$ cat config.mk
export PLATFORM = sky130hd
export DESIGN_NAME = tt_settle_timer
export DESIGN_NICKNAME = d
export VERILOG_FILES = /design/src/rtl/tt_pkg.sv /design/src/rtl/tt_settle_timer.sv
export SDC_FILE = /design/constraint.sdc
export NUM_CORES = 1
export LEC_CHECK = 0
export CAP_MARGIN = 20
export CORE_AREA = 2 2 39 41
export CTS_CLUSTER_DIAMETER = 120
export DETAILED_ROUTE_END_ITERATION = 7
export DIE_AREA = 0 0 41 43
export PLACE_DENSITY = 0.57
export REMOVE_ABC_BUFFERS = 1
export SLEW_MARGIN = 15
export SYNTH_ARGS = -nofsm -noshare
export SYNTH_HDL_FRONTEND = slang
export SYNTH_SLANG_ARGS = --single-unit
export TNS_END_PERCENT = 1
$ cat constraint.sdc
create_clock -name clk -period 3.6 [get_ports clk]
set_input_delay 0.72 -clock clk [delete_from_list [all_inputs] [get_ports clk]]
set_output_delay 0.72 -clock clk [all_outputs]
set_load 0.1 [all_outputs]
$ cat src/rtl/tt_pkg.sv
// tt_pkg: shared state encoding and settle-counter width for the truth-table checker.
package tt_pkg;
    typedef enum logic [1:0] {S_IDLE, S_SETTLE, S_SAMPLE, S_DONE} state_t;
    localparam int SETTLE_W = 8;
endpackage

$ cat src/rtl/tt_settle_timer.sv
// tt_settle_timer: reloadable down-counter timing the settle wait; expire fires on load when SETTLE=0.
module tt_settle_timer import tt_pkg::*; #(
    parameter int SETTLE = 1
) (
    input  logic clk,
    input  logic reset,
    input  logic load,
    input  logic en,
    output logic expire
);
    logic [SETTLE_W-1:0] cnt;
    always_ff @(posedge clk or posedge reset) begin
        if (reset) cnt <= '0;
        else if (load) cnt <= SETTLE_W'(SETTLE);
        else if (en && cnt != '0) cnt <= cnt - 1'b1;
    end
    assign expire = load ? (SETTLE == 0) : (cnt == SETTLE_W'(1));
endmodule

==> results.cfg, run 1 <==
[outcome]
run_status = completed

[drt]
first_iteration_detailed_routing_drc_count = 3
detail_route.first_pass.iterations = 2
route.vias.total = 398
route.antenna.remaining_nets = 0
drc = 0
wl_cell_um = 12.3
via_count_normalized_by_instance_count = 5.31
route.final.wire_length_um = 920

[min_path]
worstHoldPathCells = 2
worstHoldPathType = reg2reg
hold_path.startpoint = cnt[5]
endpoint_of_the_worst_hold_path = cnt[5]

[global_routing]
pin_count_of_the_biggest_net_entering_global_routing = 14
groute.usage.overall_pct = 14.4
first_global_vias = 386
final_global_route_overflow_total = 0
grt_antenna_before_repair = 0
global_route_wire_length_before_repair_mm = 1.59

[timing]
setup_viol = 0
hold-worst-slack_ns = 0.581
max_clock_freq_mhz = 357
rsz_0062_raised_after_global_routing = false
worst_slack_ns = 0.796
max-slew-margin-rel_pct = 62.7
tightestPinTransition_ns = 0.555
fin_crit_ns = 2.80
slew_violations = 0
final.setup_skew_ns = 0.00925
layout_worst_path_cycle_share_pct = 77.9
hold_viol = 0

[floorplanning]
fp.dieW_um = 41
coreArea_um2 = 1380
die_area_um2 = 1760
chipHeight_um = 43
initial_core_util_pct = 36.0
rows = 14
boundaryPins = 5

[worst_setup_path]
worstSetupEndpointType = primary output
crit_type = in2out
crit_required_ns = 2.88
r2r-start = cnt[0]
worst-r2r-cell-count = 5
maximum_fanout_along_the_worst_path = 13
crit_slowest_cell = sky130_fd_sc_hd__clkdlybuf4s50_1
worst-endpoint-arrival_ns = 2.08
crit_path_cell_trace = clkdlybuf4s50_1 > nor2_1 > nand2_1 > nor3_1 > buf_12
crit_path_max_incr_delay_ns = 0.63
reg2reg_slack_ns = 1.70
worstSetupStartpoint = load
critical_path.reg2reg.endpoint = cnt[1]
startpoint_type = primary input

[logic_synthesis]
synth_seq_area_share_pct = 40.2
most_frequent_cell_after_synthesis = sky130_fd_sc_hd__dfrtp_1
synthAdderAreaFrac_pct = 7.54
yosysWarnings = 0
count_of_flip_flops_with_a_built_in_enable_after_synthesis = 0
syn_area_um2 = 498
post_synth_inst_count = 53
fraction_of_the_mapped_netlist_area_in_compound_gates_pct = 13.6
post_synth_simple_gate_area_pct = 26.1
synth_largest_type_area_fraction_pct = 40.2
cell_taking_the_most_area_after_synthesis = sky130_fd_sc_hd__dfrtp_1
ranking_of_synthesized_cells_by_area = sky130_fd_sc_hd__dfrtp_1 40%, sky130_fd_sc_hd__ha_1 7.5%, sky130_fd_sc_hd__mux2_2 6.8%, sky130_fd_sc_hd__nor2_1 4.5%, sky130_fd_sc_hd__a21oi_1 4.0%
async_flop_share_pct = 100
main_combinational_cell_family_by_area_after_synthesis = simple AND/OR/NAND/NOR gates
synthDistinctLibCells = 23
synth_top_cells_by_count = 8 x sky130_fd_sc_hd__dfrtp_1, 6 x sky130_fd_sc_hd__nor2_1, 4 x sky130_fd_sc_hd__a21oi_1
synthXorXnorAreaFrac_pct = 0
synth_mux_area_share_pct = 8.79
postSynthRegisterBits = 8
postSynth.topFlopCell = sky130_fd_sc_hd__dfrtp_1
avg_synthesized_cell_area_um2 = 9.40

[clocking]
clkSlewWorstSetupHoldPaths_ns = 0.05
root_buf_cell = sky130_fd_sc_hd__clkbuf_4
post_cts_setup_repair_bufs = 0
clock_latency_ns = 0.27
tritoncts_clock_tree = done
cts.path.max_buffers = 2
number_of_buffers_inserted_during_clock_tree_synthesis = 3
htreeDepth = 1
cts_sinks = 8
hold_buffers = 0
cts.repair.resized = 0

[final_layout]
registers.top_by_ff_count = cnt
design.final.nets = 68
fraction_of_final_layout_cells_sized_beyond_drive_strength_1_pct = 16.9
finish.utilization_pct = 42.1
reg.largest.list = cnt: 8 flops
n_antenna_cell = 0
layout.cells.non_filler = 75
layout-area-overhead-vs-synth_pct = 17.1
flip_flop_count_of_the_largest_register_after_layout = 8

[placement]
dpl_worst_slack_ns = 0.791
dp_hpwl_um = 645
port-buffer-count = 4
place_inst = 72
routability_cong = 0.797

[power_and_ir_drop]
vdd_drop_max_mv = 0.153
power_density_nw_per_um2 = 528
post_layout_total_power_uw = 308
cellLeakagePower_uw = 0.000265

[job]
drv.max_cap_violation_count = 0
power breakdown:
part | switching (uW) | internal [uW] | total (uW)
clock | 35.9 | 38.5 | 74.5
combinational | 68.1 | 51.9 | 120
sequential | 11.8 | 101 | 113
cell type report:
cell class	instances	area [um^2]
fill	144	801
multi-input combinational	41	279
sequential	8	200
timing repair buffer	4	50.0
clock buffer	3	22.5
tap	16	20.0
inverter	3	11.3
critical path: cells and delay by family:
| kind | cells | cell delay [ns] |
|---|---|---|
| buffers and inverters | 2 | 0.85 |
| AND/OR/NAND/NOR | 3 | 0.51 |
through the flow:
step	instance area, um^2	TNS [ns]
6_report	583	0
5_1_grt	583	0
4_1_cts	583	0
3_5_place_dp	561	0
3_3_place_gp	561	0
2_1_floorplan	490	-0.129
cell usage in the layout, fill, tap and decap left out, drive strengths merged, types with 2 or more instances in the layout:
cell type / instances
a211o: 2
or4: 3
a21oi: 4
o21ai: 3
nor2: 6
mux2: 3
nor2b: 2
nand2: 3
clkdlybuf4s50: 3
clkbuf: 3
dfrtp: 8
ha: 3
inv: 3
nor3: 3
worst max-delay path by stage:
stage	to	depth (start not counted)
3_5_place_dp	expire	5
4_1_cts	expire	5
6_report	expire	5
2_1_floorplan	expire	2
5_1_grt	expire	5
3_3_place_gp	expire	5
metal layers:
layer	global-route usage, %	routed length [um]
met2	17.8	399
met3	3.14	35
met1	18.3	429
met4	16.0	55
met5	0	0
logic make-up (layout without fill, tap and decap cells):
family          Yosys count  in the layout
compound gates           11             11
fa+ha+maj                 3              3
buf+inv                   4             10
flops                     8              8
mux                       4              4
simple gates             23             23
No activity file was read; power rests on OpenSTA's default activity.
==> run 2: changes to the inputs <==
- clock period: 3.6 -> 2.8 ns (I/O delays scaled with it)
==> run 2 against run 1 <==
Net effect:
- worst setup slack lost 0.35 ns
- sequential power up 29%
- critical path type is now reg2out
- hold slack worse by 0.023 ns
- clock power grew 19%
- total power grew 32%
- highest routed layer unchanged
- sequential cell count did not move
- final cell count rose by 4.0%
- die area unchanged
- critical path depth fell by 2
- wire length increased by 13%
- global-route usage up 1.3 points
==> results.cfg, run 2 (synthesis results as in run 1) <==
[power_and_ir_drop]
cellLeakagePower_uw = 0.000280
vdd_drop_max_mv = 0.356
power_density_nw_per_um2 = 670

[global_routing]
groute.usage.overall_pct = 15.7
highest_utilization_routing_layer_at_the_global_route_stage = met2
final_global_route_overflow_total = 0
grt_use_met3_pct = 9.42
first_global_vias = 410
global_route_wire_length_before_repair_mm = 1.73
grt_antenna_before_repair = 0
globalRouteMet2Util_pct = 22.8
use_met1_pct = 17.3
pin_count_of_the_biggest_net_entering_global_routing = 13

[worst_setup_path]
maximum_fanout_along_the_worst_path = 7
crit_path_cell_trace = or4_4 > nor3_1 > buf_12
crit_required_ns = 2.24
worstSetupEndpointType = primary output
worstSetupStartpoint = cnt[2]
crit_type = reg2out
r2r-start = cnt[0]
crit_slowest_cell = sky130_fd_sc_hd__or4_4
startpoint_type = flop
worstSetupEndpoint = expire
worst-endpoint-arrival_ns = 1.79
worst-r2r-cell-count = 6
reg2reg_slack_ns = 1.01
critical_path.reg2reg.endpoint = cnt[1]
crit_path_max_incr_delay_ns = 0.53

[timing]
final.setup_skew_ns = 0.00497
layout_worst_path_cycle_share_pct = 84.0
rsz_0062_raised_after_global_routing = false
slew_violations = 0
setup_viol = 0
max-slew-margin-rel_pct = 77.0
hold_viol = 0
max_clock_freq_mhz = 425
hold-worst-slack_ns = 0.557
fin_crit_ns = 2.35
tightestPinTransition_ns = 0.342

[clocking]
post_cts_setup_repair_bufs = 0
cts.repair.resized = 0
hold_buffers = 0
number_of_buffers_inserted_during_clock_tree_synthesis = 3
htreeDepth = 1
cts_sinks = 8
clock_latency_ns = 0.25
cts.path.max_buffers = 2
tritoncts_clock_tree = done
clkSlewWorstSetupHoldPaths_ns = 0.06
root_buf_cell = sky130_fd_sc_hd__clkbuf_4

[min_path]
worstHoldPathType = in2async

[placement]
dp_hpwl_um = 772
routability_cong = 0.774
port-buffer-count = 4

[floorplanning]
rows = 14
coreArea_um2 = 1380
die_area_um2 = 1760
chipHeight_um = 43
boundaryPins = 5
fp.dieW_um = 41
initial_core_util_pct = 36.0

[final_layout]
flip_flop_count_of_the_largest_register_after_layout = 8
registers.top_by_ff_count = cnt
n_antenna_cell = 0
most_common_cell_after_layout_fill_and_taps_aside = sky130_fd_sc_hd__dfrtp_1
fillCellCount = 145
fraction_of_final_layout_cells_sized_beyond_drive_strength_1_pct = 21.0
layout.cells.most_common_list = 8 x sky130_fd_sc_hd__dfrtp_1, 6 x sky130_fd_sc_hd__nor2_1, 4 x sky130_fd_sc_hd__a21oi_1
finish.utilization_pct = 43.8
reg.largest.list = cnt: 8 flops
layout-area-overhead-vs-synth_pct = 21.6
design.final.nets = 71

[drt]
route.vias.total = 410
via_count_normalized_by_instance_count = 5.26
route.antenna.remaining_nets = 0
detail_route.first_pass.iterations = 6
first_iteration_detailed_routing_drc_count = 11
drc = 0
route.final.wire_length_mm = 1.04
wl_cell_um = 13.3

[outcome]
run_status = completed

[job]
drv.max_cap_violation_count = 0
==> run 2: cell count changes in the layout (fill, tap and decap cells not counted), sizes merged <==
cell	before	now
buf	1	4
==> run 2: how the worst min path moves through the flow <==
stage	from	end	slack, ns
final	reset	cnt[7]	0.56
after detailed placement	cnt[5]	cnt[5]	0.57
after CTS	reset	cnt[7]	0.56
after global placement	cnt[5]	cnt[5]	0.57
after global routing	reset	cnt[2]	0.59
after floorplan	reset	cnt[0]	0.38
==> run 2: worst max-delay path, delay by kind of cell, from the launching register on <==
family        cells  cell delay, ns
buf+inv           1            0.22
flops             1            0.44
simple gates      2            0.86
==> run 2: metrics by stage <==
step	cell area, um^2	setup TNS, ns	instances	setup slack, ns	total power (uW)
global placement	583	0	75	0.573	317
CTS	606	0	78	0.430	413
floorplan	490	-0.769	52	-0.769	257
global route	606	0	78	0.376	436
finish	606	0	78	0.447	406
detailed placement	583	0	75	0.533	319
==> run 2: metal layers <==
metal / part of all wire, % / vias up / wire length [um]
met5: 0 / - / 0
met4: 1.8 / 0 / 19
met3: 6.0 / 2 / 62
met2: 50 / 9 / 520
met1: 42 / 192 / 439
li1: - / 207 / -
==> run 2: power breakdown <==
group	switching [uW]	total, uW	internal, uW
clock network	39.4	88.4	49.1
logic	93.5	171	77.8
registers	15.8	146	130
total	149	406	257
==> run 2: layout make-up <==
| type | count | area, um^2 | share of cell area, % |
|---|---|---|---|
| clock buffer | 3 | 22.5 | 3.72 |
| inverter | 3 | 11.3 | 1.86 |
| multi-input combinational | 41 | 279 | 46.1 |
| sequential | 8 | 200 | 33.1 |
| tap | 16 | 20.0 | 3.31 |
| timing repair buffer | 7 | 72.6 | 12.0 |
